==> config.mk <==
export PLATFORM = sky130hd
export DESIGN_NAME = song_sequencer
export DESIGN_NICKNAME = d
export VERILOG_FILES = /design/src/rtl/song_sequencer.sv
export SDC_FILE = /design/constraint.sdc
export NUM_CORES = 1
export LEC_CHECK = 0
export BUFFER_PORTS_ARGS = -buffer_cell sky130_fd_sc_hd__buf_2
export CORE_MARGIN = 5
export CORE_UTILIZATION = 44
export CTS_CLUSTER_DIAMETER = 80
export DETAILED_ROUTE_END_ITERATION = 12
export GPL_TIMING_DRIVEN = 0
export PLACE_DENSITY = 0.72
export SLEW_MARGIN = 25
export SYNTH_ARGS = -nofsm -noshare
export SYNTH_HDL_FRONTEND = slang
export SYNTH_SLANG_ARGS = --single-unit
==> constraint.sdc <==
create_clock -name clk -period 1.8 [get_ports clk]
set_input_delay 0.09 -clock clk [delete_from_list [all_inputs] [get_ports clk]]
set_output_delay 0.09 -clock clk [all_outputs]
set_load 0.1 [all_outputs]
==> src/rtl/song_sequencer.sv <==
// Song sequencer: steps through a song ROM and issues one note at a time to the note player.
// Stops at a zero-duration terminator or after index 31.
module song_sequencer (
  input  logic        clk,
  input  logic        reset,
  input  logic        reset_play,
  input  logic        play,
  input  logic [1:0]  song,
  input  logic        note_done,
  output logic [6:0]  rom_addr,
  input  logic [11:0] rom_data,
  output logic        new_note,
  output logic [5:0]  note,
  output logic [5:0]  duration,
  output logic        song_done
);

  typedef enum logic [2:0] {
    StIdle,
    StFetch,
    StWaitRom,
    StIssue,
    StWaitNote,
    StEnd
  } state_e;

  state_e      state_q, state_d;
  logic [4:0]  index_q, index_d;
  logic [5:0]  note_q, note_d;
  logic [5:0]  duration_q, duration_d;
  logic        new_note_q, new_note_d;
  logic        song_done_q, song_done_d;

  always_ff @(posedge clk or negedge reset) begin
    if (!reset) begin
      state_q <= StIdle;
    end else begin
      state_q <= state_d;
    end
  end

  always_comb begin
    state_d    = state_q;
    index_d    = index_q;
    note_d     = note_q;
    duration_d = duration_q;
    unique case (state_q)
      StIdle: begin
        if (play) state_d = StFetch;
      end
      StFetch: state_d = StWaitRom;
      StWaitRom: begin
        // A zero duration marks the end of the song; keep the last note visible.
        if (rom_data[5:0] == 6'd0) begin
          state_d = StEnd;
        end else begin
          note_d     = rom_data[11:6];
          duration_d = rom_data[5:0];
          state_d    = StIssue;
        end
      end
      StIssue: state_d = StWaitNote;
      StWaitNote: begin
        if (note_done) begin
          if (index_q == 5'd31) begin
            state_d = StEnd;
          end else begin
            index_d = index_q + 5'd1;
            state_d = play ? StFetch : StIdle;
          end
        end
      end
      StEnd: begin
        index_d = 5'd0;
        state_d = StIdle;
      end
      default: state_d = StIdle;
    endcase
    if (reset_play) begin
      state_d    = StIdle;
      index_d    = 5'd0;
      note_d     = 6'd0;
      duration_d = 6'd0;
    end
  end

  // Pulses are registered, so each lands one cycle after its state is left.
  always_comb begin
    new_note_d  = (state_q == StIssue) && !reset_play;
    song_done_d = (state_q == StEnd) && !reset_play;
  end

  always_ff @(posedge clk or negedge reset) begin
    if (!reset) begin
      index_q     <= 5'd0;
      note_q      <= 6'd0;
      duration_q  <= 6'd0;
      new_note_q  <= 1'b0;
      song_done_q <= 1'b0;
    end else begin
      index_q     <= index_d;
      note_q      <= note_d;
      duration_q  <= duration_d;
      new_note_q  <= new_note_d;
      song_done_q <= song_done_d;
    end
  end

  assign rom_addr  = {song, index_q};
  assign new_note  = new_note_q;
  assign note      = note_q;
  assign duration  = duration_q;
  assign song_done = song_done_q;

endmodule

==> flow_summary_export.csv <==
group,metric,value,unit
detailed_routing,wl_per_cell,14.2,µm
clocking,clockBufferDepth,2,
clocking,ctsRootBufferMaster,"clkbuf_4",
worst_setup_path,cp_slowest_cell,"dfrtp_4",
worst_setup_path,required,2030,ps
synth,yosys.cell_count.top_type,"nand2b_1",
detailed_routing,drt-total-wl,2740,µm
synth,avgSynthCellArea,10.3,µm²
finish,antenna_cells,0,
finish,final_nets,184,
worst_setup_path,critPathBufInv,1,
synth,netlist_area,1200,µm²
detailed_routing,detail-route-antenna-nets,0,
synth,syn_nets,138,
worst_setup_path,cp-start-kind,"register",
worst_setup_path,crit-reg2reg-capture,"index_q[4]",
detailed_routing,detailedRoute.firstIterationViolations,21,
detailed_routing,drcViolationCount,0,
detailed_routing,dr.pass1.iters,4,
worst_hold_path,hold_depth,3,
worst_setup_path,worstPathArrival,2070,ps
synth,ys.flop_type,"dfrtp_1",
outcome,violations,"negative setup slack",
power_and_ir_drop,peakVddDrop,0.405,mV
detailed_routing,vias,1009,
finish,drive_above_1_share,39.5,%
place,place.gp.congestion,0.799,
worst_setup_path,critical_path_depth,6,
worst_setup_path,reg2reg_from,"index_q[1]",
clocking,cts_sinks,22,
floorplanning,dieArea,3880,µm²
clocking,htreeDepth,1,
finish,regArea,561,µm²
synth,synth_top_area_share,45.7,%
detailed_routing,met1Wirelength,1190,µm
job,cap_violations,0,
global_route,grt_usage,14.6,%
synth,synthCells,117,
worst_setup_path,crit_type,"reg -> reg",
clocking,clkLatencyLatePin,310,ps
finish,multi_input_area,653,µm²
sta,clock_skew,5.92,ps
clocking,cts_tree,"done",
clocking,cts_made_buffers,3,
power_and_ir_drop,p_leak,0.000720,µW
finish,fillCellCount,246,
synth,ys_types,29,
place,port_buffers,37,
power_and_ir_drop,powerDensity,690,nW/µm²
floorplanning,die_w,62.3,µm
worst_setup_path,critical-path-max-stage-delay,510,ps
place,dp_cells,185,
global_route,antenna_found_initial,0,
detailed_routing,routed.top_layer,"met4",
synth,netlist_top_cells_area,"dfrtp_1, nand2b_1, mux2i_1",
worst_setup_path,cpMostUsedCell,"ha_4",
detailed_routing,wl_met3,208,µm
synth,synth_edf_count,0,
sta,final-setup-viol-count,2,
place,dp_hpwl,2020,µm
outcome,status,"finished, violations left",
sta,rsz0062_at_grt,"true",
floorplanning,row_count,19,
finish,final_core_util,58.1,%
synth,yosys_warnings,0,
global_route,grt_pass1_vias,1094,
worst_hold_path,hp-class,"in -> reg",
worst_setup_path,r2r_cells,6,
finish,instances_no_fill,193,
global_route,grt_max_degree,23,
synth,yosys.area.top_type,"dfrtp_1",
sta,fmax,544,MHz
finish,area_growth,29.6,%
sta,fin_ws,-38.1,ps
clocking,cts.reportedPaths.clkPinSlew,120,ps
sta,setup_tns,-43.5,ps
power_and_ir_drop,finalPower,1080,µW
synth,synthTopCellsByCount,"nand2b_1, dfrtp_1, mux2i_1",
worst_setup_path,r2r_slack,-40,ps
worst_setup_path,cp_top_family,"simple AND/OR/NAND/NOR gates",
detailed_routing,viasPerCell,5.23,
global_route,grt_pass1_wl,4810,µm
sta,finalCritPeriodShare,102,%
worst_hold_path,min_from,"rom_data[11]",
worst_setup_path,crit_path_end_kind,"register",
floorplanning,core,2690,µm²
sta,hold_violations,0,
synth,synthArstFlopShare,100,%
floorplanning,dieHeight,62.3,µm
worst_setup_path,cp_max_fo,2,
floorplanning,ios,40,
synth,yosysSeqAreaShare,45.7,%
sta,tightestPinTransition,495,ps
sta,slew_violations,0,
global_route,grt-ovfl-total,0,
detailed_routing,wl_met2,1330,µm
worst_hold_path,hold_path_end,"note[5]",
worst_setup_path,cp_cell_sequence,"ha_4, and3_4, ha_4, inv_1, or4_4, a31oi_1",
floorplanning,initial_core_util,44.8,%
sta,maxSlewHeadroom,67.0,%
sta,layout_min_cycle_time,1840,ps
synth,ys_seq_elements,22,
==> layout make-up <==
type	count	area share, %
well taps	31	2.49
multi-input cells	84	41.9
flip-flops and latches	22	35.9
plain buffers	8	2.73
clock buffers	4	2.33
repair buffers	41	14.0
inverters	3	0.722
==> logic make-up after synthesis <==
group	Yosys count	synth area share, %
adder cells (fa/ha/maj)	2	2.08
AND/OR/NAND/NOR	58	29.8
buffers and inverters	11	4.47
multiplexers	13	10.9
AO/OA/AOI/OAI	11	6.96
flip-flops	22	45.7
==> metal layers <==
layer	track usage, %	up-vias
met5	0	-
met4	3.71	0
met3	4.86	2
met2	26.6	30
met1	16.2	481
li1	-	496
==> per-stage QoR <==
stage | cell area [µm²] | hold slack (ps) | setup WS [ps]
3_5_place_dp | 1480 | 86.4 | -59.7
4_1_cts | 1550 | 29.8 | -58.3
3_3_place_gp | 1480 | 79.2 | -25.7
6_report | 1560 | 32.4 | -38.1
2_1_floorplan | 1250 | -206 | -165
5_1_grt | 1560 | 27.8 | -96.3
==> power breakdown <==
group	switching (µW)	internal [µW]	leakage [µW]
sequential	15.3	513	0.000296
combinational	202	74.9	0.000403
clock	149	123	0.0000210
total	366	711	0.000720
==> placed cells by master (no fill, tap or decap), types with 2 or more instances in the layout <==
cell type  synthesis  routed
buf_2              1      38
nand2b_1          29      28
dfrtp_1           22      18
mux2i_1           12      12
buf_4              3       6
nand2_1            5       5
nor2_1             5       5
clkbuf_1           4       4
nand3b_1           4       4
a31oi_1            4       4
inv_1              3       3
nand3_1            4       3
or4_4              0       3
clkbuf_4           0       3
ha_4               0       2
dfrtp_4            0       2
dfrtp_2            0       2
==> tightest hold or removal path, cell delays in order <==
cell and delay (ps):
buf_2 90, nand2b_1 60, mux2i_1 60
==> worst max-delay path by stage <==
stage               start          to  slack (ps)
2_1_floorplan  index_q[1]  index_q[4]        -170
3_3_place_gp   index_q[1]  index_q[3]         -30
3_5_place_dp   index_q[0]  index_q[4]         -60
4_1_cts        index_q[1]  index_q[4]         -60
5_1_grt        index_q[1]  index_q[4]        -100
6_report       index_q[1]  index_q[4]         -40
==> state kept, by name, indices dropped and copies added, names as in the netlist <==
signal	flops
index_q	5
state_q	3
new_note	1
song_done	1
duration	6
note	6
==> what timing repair did <==
action,4_1_cts,5_1_grt
pin swaps,1,0
hold buffers,1,0
endpoints found under the setup margin,4,3
endpoints found under the hold margin,22,0
resized for setup,2,2
setup buffers,3,0
Power figures use the tool's default switching activity.
